`src/rtl/trace_pkg.sv`:
```
`default_nettype none
// ----------------------------------------------------------------------------
// Module : trace_pkg
// Brief  : Shared types for the commit-trace capture path.
// Rev    : 1.0
// ----------------------------------------------------------------------------
package trace_pkg;

  typedef enum logic [1:0] {
    NONE = 2'd0,
    REG  = 2'd1,
    MEM  = 2'd2
  } rec_kind_e;

  typedef struct packed {
    logic [31:0] pc;
    logic [31:0] instr;
    rec_kind_e   kind;
    logic [31:0] addr;
    logic [31:0] data;
  } trace_rec_t;

  typedef enum logic [1:0] {
    IDLE  = 2'd0,
    RUN   = 2'd1,
    DRAIN = 2'd2,
    DONE  = 2'd3
  } trace_state_e;

endpackage
`default_nettype wire

```
`src/rtl/trace_fifo.sv`:
```
`default_nettype none
// ----------------------------------------------------------------------------
// Module : trace_fifo
// Brief  : First-word-fall-through sync FIFO of trace records.
// Rev    : 1.0
// ----------------------------------------------------------------------------
module trace_fifo
  import trace_pkg::*;
#(
  parameter int DEPTH = 16
) (
  input  logic                     clk_i,
  input  logic                     rstn_i,
  input  logic                     push_i,
  input  logic                     pop_i,
  input  trace_rec_t               wdata_i,
  output trace_rec_t               rdata_o,
  output logic                     valid_o,
  output logic                     full_o,
  output logic [$clog2(DEPTH):0]   count_o
);

  localparam int c_aw = $clog2(DEPTH);

  trace_rec_t       r_mem [DEPTH];
  logic [c_aw:0]    r_wr_ptr;
  logic [c_aw:0]    r_rd_ptr;

  always_ff @(posedge clk_i) begin
    if (push_i) r_mem[r_wr_ptr[c_aw-1:0]] <= wdata_i;
  end

  always_ff @(posedge clk_i or negedge rstn_i) begin
    if (!rstn_i) begin
      r_wr_ptr <= '0;
      r_rd_ptr <= '0;
    end else begin
      if (push_i) r_wr_ptr <= r_wr_ptr + (c_aw+1)'(1);
      if (pop_i)  r_rd_ptr <= r_rd_ptr + (c_aw+1)'(1);
    end
  end

  // Extra pointer MSB separates full (MSBs differ) from empty (pointers equal).
  assign valid_o = (r_wr_ptr != r_rd_ptr);
  assign full_o  = (r_wr_ptr[c_aw] != r_rd_ptr[c_aw]) &&
                   (r_wr_ptr[c_aw-1:0] == r_rd_ptr[c_aw-1:0]);
  assign count_o = r_wr_ptr - r_rd_ptr;
  assign rdata_o = r_mem[r_rd_ptr[c_aw-1:0]];

endmodule
`default_nettype wire

```
`src/rtl/commit_trace_buffer.sv`:
```
`default_nettype none
// ----------------------------------------------------------------------------
// Module : commit_trace_buffer
// Brief  : Packs retired instructions into trace records and streams them out.
// Rev    : 1.0
// ----------------------------------------------------------------------------
module commit_trace_buffer
  import trace_pkg::*;
#(
  parameter int DEPTH = 16,
  parameter int CNT_W = 16
) (
  input  logic                     clk_i,
  input  logic                     rstn_i,
  input  logic                     update_i,
  input  logic [31:0]              pc_wb_i,
  input  logic [31:0]              instr_i,
  input  logic [4:0]               reg_addr_i,
  input  logic [31:0]              reg_data_i,
  input  logic                     mem_wrt_i,
  input  logic [31:0]              mem_addr_i,
  input  logic [31:0]              mem_data_i,
  output logic                     rec_valid_o,
  input  logic                     rec_ready_i,
  output logic [31:0]              rec_pc_o,
  output logic [31:0]              rec_instr_o,
  output logic [31:0]              rec_addr_o,
  output logic [31:0]              rec_data_o,
  output logic [1:0]               rec_kind_o,
  output logic [$clog2(DEPTH):0]   count_o,
  output logic [31:0]              retired_o,
  output logic [CNT_W-1:0]         dropped_o,
  output logic                     overflow_o,
  output logic                     done_o
);

  localparam int c_cw = $clog2(DEPTH) + 1;

  trace_state_e     r_state;
  logic [31:0]      r_retired;
  logic [CNT_W-1:0] r_dropped;
  logic             r_overflow;
  logic             r_done;

  trace_rec_t       w_rec;
  trace_rec_t       w_head;
  logic             w_capture;
  logic             w_accept;
  logic             w_pop;
  logic             w_valid;
  logic             w_full;
  logic [c_cw-1:0]  w_count;

  // IDLE may capture on the very cycle update_i first rises.
  assign w_capture = ((r_state == IDLE) || (r_state == RUN)) && update_i && (pc_wb_i != '0);
  assign w_pop     = w_valid && rec_ready_i;
  assign w_accept  = w_capture && (!w_full || w_pop);

  always_comb begin
    w_rec.pc    = pc_wb_i;
    w_rec.instr = instr_i;
    w_rec.kind  = NONE;
    w_rec.addr  = '0;
    w_rec.data  = '0;
    if (mem_wrt_i) begin
      w_rec.kind = MEM;
      w_rec.addr = mem_addr_i;
      w_rec.data = mem_data_i;
    end else if (reg_addr_i != '0) begin
      w_rec.kind = REG;
      w_rec.addr = {27'b0, reg_addr_i};
      w_rec.data = reg_data_i;
    end
  end

  trace_fifo #(
    .DEPTH (DEPTH)
  ) u_fifo (
    .clk_i   (clk_i),
    .rstn_i  (rstn_i),
    .push_i  (w_accept),
    .pop_i   (w_pop),
    .wdata_i (w_rec),
    .rdata_o (w_head),
    .valid_o (w_valid),
    .full_o  (w_full),
    .count_o (w_count)
  );

  always_ff @(posedge clk_i or negedge rstn_i) begin
    if (!rstn_i) begin
      r_state    <= IDLE;
      r_retired  <= '0;
      r_dropped  <= '0;
      r_overflow <= 1'b0;
      r_done     <= 1'b0;
    end else begin
      if (w_accept) r_retired <= r_retired + 32'd1;
      if (w_capture && !w_accept) begin
        if (r_dropped != '1) r_dropped <= r_dropped + CNT_W'(1);
        r_overflow <= 1'b1;
      end
      case (r_state)
        IDLE:    if (update_i)  r_state <= RUN;
        RUN:     if (!update_i) r_state <= DRAIN;
        DRAIN: begin
          if (w_count == '0) begin
            r_state <= DONE;
            r_done  <= 1'b1;
          end
        end
        DONE:    r_state <= DONE;
        default: r_state <= IDLE;
      endcase
    end
  end

  // Head fields read as zero when nothing is queued, so reset clears them too.
  assign rec_valid_o = w_valid;
  assign rec_pc_o    = w_valid ? w_head.pc    : '0;
  assign rec_instr_o = w_valid ? w_head.instr : '0;
  assign rec_addr_o  = w_valid ? w_head.addr  : '0;
  assign rec_data_o  = w_valid ? w_head.data  : '0;
  assign rec_kind_o  = w_valid ? w_head.kind  : NONE;
  assign count_o     = w_count;
  assign retired_o   = r_retired;
  assign dropped_o   = r_dropped;
  assign overflow_o  = r_overflow;
  assign done_o      = r_done;

endmodule
`default_nettype wire

```
`config.mk`:
```
export PLATFORM = sky130hd
export DESIGN_NAME = commit_trace_buffer
export DESIGN_NICKNAME = d
export VERILOG_FILES = /design/src/rtl/trace_pkg.sv /design/src/rtl/trace_fifo.sv /design/src/rtl/commit_trace_buffer.sv
export SDC_FILE = /design/constraint.sdc
export NUM_CORES = 2
export LEC_CHECK = 0
export ABC_AREA = 1
export BUFFER_PORTS_ARGS = -buffer_cell sky130_fd_sc_hd__buf_2
export CORE_ASPECT_RATIO = 1.1
export CORE_MARGIN = 4
export CORE_UTILIZATION = 60
export CTS_BUF_LIST = sky130_fd_sc_hd__clkbuf_2 sky130_fd_sc_hd__clkbuf_4 sky130_fd_sc_hd__clkbuf_8
export DETAILED_ROUTE_END_ITERATION = 10
export HOLD_SLACK_MARGIN = 0.12
export PLACE_DENSITY = 0.77
export SYNTH_ARGS = -nofsm -noshare
export SYNTH_HDL_FRONTEND = slang
export SYNTH_SLANG_ARGS = --single-unit
```
`constraint.sdc`:
```
create_clock -name clk_i -period 15.1 [get_ports clk_i]
set_input_delay 3.02 -clock clk_i [delete_from_list [all_inputs] [get_ports clk_i]]
set_output_delay 3.02 -clock clk_i [all_outputs]
set_load 0.1 [all_outputs]
```
=== After elaboration in Yosys (flattened, before gate mapping) ===
Memory sizes are Yosys's and may differ from the RTL's.
Cells that the tools add are included.

* Word-level logic and storage cells: 53
* Memories: 1
* Input bits: 170
* Output and inout port bits: 186
* RAM bits: 2,080
* Register bits after elaboration: 62

{| class="wikitable"
|+ Memory list
! name !! depth !! bits a word !! rd ports !! clocked after memory_dff !! wr ports !! line !! text
|-
| u_fifo.r_mem || 16 || 130 || 1 || 0 || 1 || trace_fifo.sv:25 || <nowiki>trace_rec_t r_mem [DEPTH];</nowiki>
|}

* Equal/unequal tests: 10
* Reduce and logical (&&, ||, !) cells: 17
* $add $sub $neg: 5
* Multiplexer cells: 13

{| class="wikitable"
|+ Operator list
! operator !! number
|-
| 32-bit 2-to-1 mux || 4
|-
| 66-bit 2-to-1 mux || 1
|-
| 65-bit 2-to-1 mux || 1
|-
| 32-bit by 1-bit adder with 32-bit output, second input constant || 1
|-
| 32-bit nonzero test || 1
|-
| 16-bit by 1-bit adder with 16-bit output, second input constant || 1
|-
| 16-bit != test, second input constant || 1
|-
| 5-bit by 1-bit adder with 5-bit output, second input constant || 2
|-
| 2-bit 2-to-1 mux || 4
|-
| 2-bit case mux with 4 select lines || 1
|-
| 1-bit logical AND || 6
|-
| 2-bit != test, second input constant || 3
|-
| 5-bit logical NOT || 1
|-
| 5-bit != test || 1
|-
| 5-bit nonzero test || 1
|-
| 5-bit subtractor || 1
|-
| 2-bit == test, second input constant || 2
|-
| 4-bit == test || 1
|-
| 2-bit AND reduction || 2
|-
| 3-bit AND reduction || 1
|-
| 2-bit by 1-bit == test with 1-bit output, second input constant || 1
|-
| 1-bit logical NOT || 2
|-
| 2-bit logical NOT || 1
|-
| 1-bit logical OR || 2
|-
| 2 further kinds || 3
|}

=== Logic depth before layout (Yosys ltp) ===
* Depth in word-level cells: 8
* Depth in mapped cells: 13
* Depth with buffers taken out: 10

=== By module ===
From an unflattened synthesis, not the netlist that was laid out.

* Cells, all modules: 9,884
* Area total of the unflattened synthesis: 95,928.3 um2

{| class="wikitable"
|+ Modules (own cells, without submodules)
! module !! area an instance (um2) !! cells each !! instances
|-
| trace_fifo || 90,755.8 || 8,955 || 1
|-
| commit_trace_buffer || 5,172.5 || 929 || 1
|}

=== Least setup slack after synthesis ===
OpenSTA, ideal clock, no wires.

* Kind: input to register
* Start point: input port pc_wb_i[31]
* End point: memory u_fifo.r_mem[0][0] (netlist name), enable pin
* Path slack: 1.690 ns
* Buffers on the path: 1
* Stages on the path: 9
* Data arrival time: 12.632 ns
* Library setup time: 0.779 ns
* Cells stage by stage: nor2_1 -> nand2_1 -> nor2_1 -> nand2_1 -> nor2_1 -> nor2_2 -> nand2_1 -> buf_2 -> nor3_1

* Longest elaborated chain between the ends: 5

{| class="wikitable"
|+ Ends and longest elaborated chain
! item !! line !! text
|-
| start: declaration || commit_trace_buffer.sv:16 || <nowiki>input logic [31:0] pc_wb_i,</nowiki>
|-
| 32-bit nonzero test || commit_trace_buffer.sv:55 || <nowiki>assign w_capture = ((r_state == IDLE) || (r_state == RUN)) && update_i && (pc_wb_i != '0);</nowiki>
|-
| 1-bit logical AND || commit_trace_buffer.sv:55 ||
|-
| 1-bit logical AND || commit_trace_buffer.sv:57 || <nowiki>assign w_accept = w_capture && (!w_full || w_pop);</nowiki>
|-
| 1-bit 2-to-1 mux || trace_fifo.sv:30 || <nowiki>if (push_i) r_mem[r_wr_ptr[c_aw-1:0]] <= wdata_i;</nowiki>
|-
| 1-bit 2-to-1 mux (not written as such) || trace_fifo.sv:30 ||
|-
| end: declaration || trace_fifo.sv:25 ||
|}

No other way between the ends.

=== Worst setup path after layout ===
* Start point: register u_fifo.r_rd_ptr[0]
* End point: output port rec_addr_o[5]

* Longest elaborated chain between the ends: 2
* Elaborated cells on any way between the ends: 3
* Those cells by class: eq/ne (1); mux (1); memory (1)

{| class="wikitable"
|+ Ends and longest elaborated chain
! item !! line !! text
|-
| start: declaration || trace_fifo.sv:27 || <nowiki>logic [c_aw:0] r_rd_ptr;</nowiki>
|-
| start signal: assignment || trace_fifo.sv:39 || <nowiki>if (pop_i) r_rd_ptr <= r_rd_ptr + (c_aw+1)'(1);</nowiki>
|-
| memory 16 x 130 bit or 5-bit != test (tied branches) || n/a ||
|-
| 32-bit 2-to-1 mux * || commit_trace_buffer.sv:122 || <nowiki>assign rec_addr_o = w_valid ? w_head.addr : '0;</nowiki>
|-
| end: declaration || commit_trace_buffer.sv:27 || <nowiki>output logic [31:0] rec_addr_o,</nowiki>
|}

Every way passes the cells marked *; elsewhere a longest branch is shown, timed or not.

==> impl_metrics.env <==
export IMPL_status="finished clean"
export IMPL_p_int_mw=10.6
export IMPL_combPwrFrac_pct=43.0
export IMPL_worst_ir_drop_vdd_v=0.000488
export IMPL_drt_iter0_markers=7745
export IMPL_critical_path_max_fanout=260
export IMPL_grt_ovfl_total=0
export IMPL_final_common_cell="edfxtp_1"
export IMPL_layoutNonFillerInstCount=9666
export IMPL_cts_repair_resized=0
export IMPL_sw_frac_of_total_pct=45.9
export IMPL_rr_worst_depth=10
export IMPL_die_h_um=407
export IMPL_vias=58600
export IMPL_syn_nets=7369
export IMPL_rsz0062_at_grt="no"
export IMPL_cts_buffer_depth=4
export IMPL_netlist_top_cells_area="edfxtp_1 72%, nor2_1 7.2%, o21ai_0 4.8%, nand2_1 3.0%, o21ai_1 2.7%"
export IMPL_clock_latency_ns=1.04
export IMPL_fin_ws_ns=5.62
export IMPL_fmax_ghz=0.105
export IMPL_place_congestion=0.848
export IMPL_synth_cell_types=31
export IMPL_path_clk_slew_ns=0.06
export IMPL_antenna_found_initial=18
export IMPL_avgViaCountPerCell=6.06
export IMPL_cts_root_buf="clkbuf_8"
export IMPL_tightest_slew_ns=1.35
export IMPL_cp_start_kind="flop"
export IMPL_drcViolationCount=0
export IMPL_critPathCapture="rec_addr_o[5]"
export IMPL_place_hpwl_mm=104
export IMPL_cp_arrival_ns=6.46
export IMPL_syn_to_final_growth_pct=10.5
export IMPL_grt_max_degree=269
export IMPL_yosys_warnings=0
export IMPL_postSynthAreaPerCell_um2=12.1
export IMPL_crit_type="reg -> out"
export IMPL_wl_per_cell_um=23.0
export IMPL_yosys_area_top_type="edfxtp_1"
export IMPL_syn_inst=7187
export IMPL_cts_tree="built"
export IMPL_dr_pass1_iters=6
export IMPL_core_area_mm2=0.144
export IMPL_power_density_mw_per_mm2=204
export IMPL_power_share_sequential_pct=33.7
export IMPL_grt_pass1_vias=55800
export IMPL_skew_ns=0.0760
export IMPL_worst_endpoint_required_ns=12.08
export IMPL_r2r_setup_slack_ns=9.00
export IMPL_clockPowerShare_pct=23.3
export IMPL_grt_usage_pct=28.8
export IMPL_slew_violations=0
export IMPL_dp_slack_ns=6.87
export IMPL_critPathLaunch="u_fifo.r_rd_ptr[0]$_DFFE_PN0P_"
export IMPL_clock_sinks=2142
export IMPL_port_buffers=355
export IMPL_maxCapViolations=0
export IMPL_grt_pass1_wl_mm=331
export IMPL_cellLeakagePower_nw=32.3
export IMPL_htreeDepth=5
export IMPL_wl_mm=222
export IMPL_finalSetupViolCount=0
export IMPL_slew_headroom_pct=10.2
export IMPL_p_switching_mw=9.02
export IMPL_num_rows=146
export IMPL_layout_drive_gt1_share_pct=12.4
export IMPL_n_fill_cell=10200
export IMPL_io_pins=356
export IMPL_num_nets_final=7687
export IMPL_die_w_um=371
export IMPL_setup_tns_final_ns=0
export IMPL_hold_viol_final=0
export IMPL_layout_common_cells="2080 x edfxtp_1, 1656 x nor2_1, 831 x o21ai_0"
export IMPL_r2r_start="u_fifo.r_rd_ptr[1]$_DFFE_PN0P_"
export IMPL_crit_path_end_kind="primary output"
export IMPL_post_route_period_util_pct=62.8
export IMPL_antenna_left=0
export IMPL_period_needed_ns=9.48
export IMPL_netlist_area_mm2=0.0870
export IMPL_hp_class="reg -> reg"
export IMPL_yosysSeqAreaShare_pct=73.6
export IMPL_hold_buffers=0
export IMPL_ys_ff_latch=2142
export IMPL_dp_cells=9085
export IMPL_synth_top_area_share_pct=71.8
export IMPL_r2r_end="u_fifo.r_mem[12][53]$_DFFE_PP_"
export IMPL_dieArea_mm2=0.151
export IMPL_numCtsBuffers=342
export IMPL_start_util_pct=60.4
export IMPL_cts_setup_buffers=0
==> worst min-delay path by stage <==
| stage | start | to | slack [ns] | cells after the start |
|---|---|---|---|---|
| final | overflow_o$_DFFE_PN0P_ | overflow_o$_DFFE_PN0P_ | 0.47 | 1 |
| after global routing | overflow_o$_DFFE_PN0P_ | overflow_o$_DFFE_PN0P_ | 0.50 | 1 |
| after CTS | overflow_o$_DFFE_PN0P_ | overflow_o$_DFFE_PN0P_ | 0.48 | 1 |
| after detailed placement | overflow_o$_DFFE_PN0P_ | overflow_o$_DFFE_PN0P_ | 0.47 | 1 |
| after global placement | overflow_o$_DFFE_PN0P_ | overflow_o$_DFFE_PN0P_ | 0.43 | 1 |
| after floorplan | r_state[0]$_DFFE_PN0P_ | done_o$_DFFE_PN0P_ | 0.50 | 3 |
==> metal layers <==
metal / wire (um) / part of all wire, % / track usage, %
met5: 68 / 0.031 / 0
met4: 7960 / 3.6 / 11.3
met3: 23100 / 10 / 5.96
met2: 106000 / 48 / 46.0
met1: 84400 / 38 / 39.2
==> power groups by stage <==
stage / combinational [mW] / sequential (mW) / clock (mW)
global route: 9.01 / 6.62 / 4.93
finish: 8.45 / 6.62 / 4.58
detailed placement: 8.38 / 6.74 / 0
global placement: 8.22 / 6.74 / 0
CTS: 8.42 / 6.62 / 4.64
floorplan: 6.69 / 6.68 / 0
==> cells by family after synthesis <==
logic type | Yosys count | synth area share, %
buffers and inverters | 672 | 3.39
adder cells (fa/ha/maj) | 12 | 0.181
AO/OA/AOI/OAI | 1731 | 10.8
AND/OR/NAND/NOR | 2597 | 11.7
flip-flops | 2142 | 73.6
XOR/XNOR | 33 | 0.332
==> registers in the layout, indices dropped and copies added, names as in the netlist <==
register	cells
retired_o	32
done_o	1
u_fifo.r_mem	2080
r_state	2
u_fifo.r_wr_ptr	5
overflow_o	1
dropped_o	16
u_fifo.r_rd_ptr	5
==> cell usage after synthesis <==
master       n
o21ai_0    833
a22o_1      32
nand2_1    693
nor3_4       1
buf_4       47
clkinv_1     1
xor2_1      23
nor2_1    1659
o211ai_1   260
a21o_1       1
buf_6       18
inv_2        2
buf_2       92
buf_1       35
a21oi_1    132
nand4_1     24
nand3b_1    14
inv_1      208
clkinv_2     1
edfxtp_1  2080
clkbuf_1   268
o21ai_1    473
ha_1        11
xnor2_1     10
nand3_1    186
or2_2        1
fa_1         1
nor3_1      15
dfrtp_1     62
nor2_2       2
nand4_2      2
==> critical path: stages (launching register included) <==
cell and delay, ns:
dfrtp_4 0.90, buf_12 0.72, buf_4 0.82, buf_12 0.82, nor2_1 0.14, nor2_1 0.13, o21ai_1 0.09, o21ai_1 0.12
nand2_1 0.07, nand2_1 0.11, inv_1 0.04, a21oi_1 0.54, buf_2 0.55
==> through the flow <==
step	hold slack, ns	power (mW)	instance area (um^2)	util, %
after floorplan	0.496	13.4	87000	-
after global placement	0.433	15.0	90000	62.5
after detailed placement	0.471	15.1	90000	62.5
after CTS	0.481	19.7	96100	66.8
after global routing	0.505	20.6	96100	66.8
final	0.474	19.7	96200	66.8
==> cell type report <==
cell class,count,area (um^2),area share [%]
Tap cell,1924,2410,2.50
Antenna cell,12,30.0,0.0312
Clock inverter,110,515,0.536
Multi-Input combinational cell,4373,20100,20.9
Sequential cell,2142,64000,66.6
Timing Repair Buffer,434,2580,2.69
Clock buffer,459,5640,5.86
Inverter,212,827,0.860
Power figures use the tool's default switching activity.
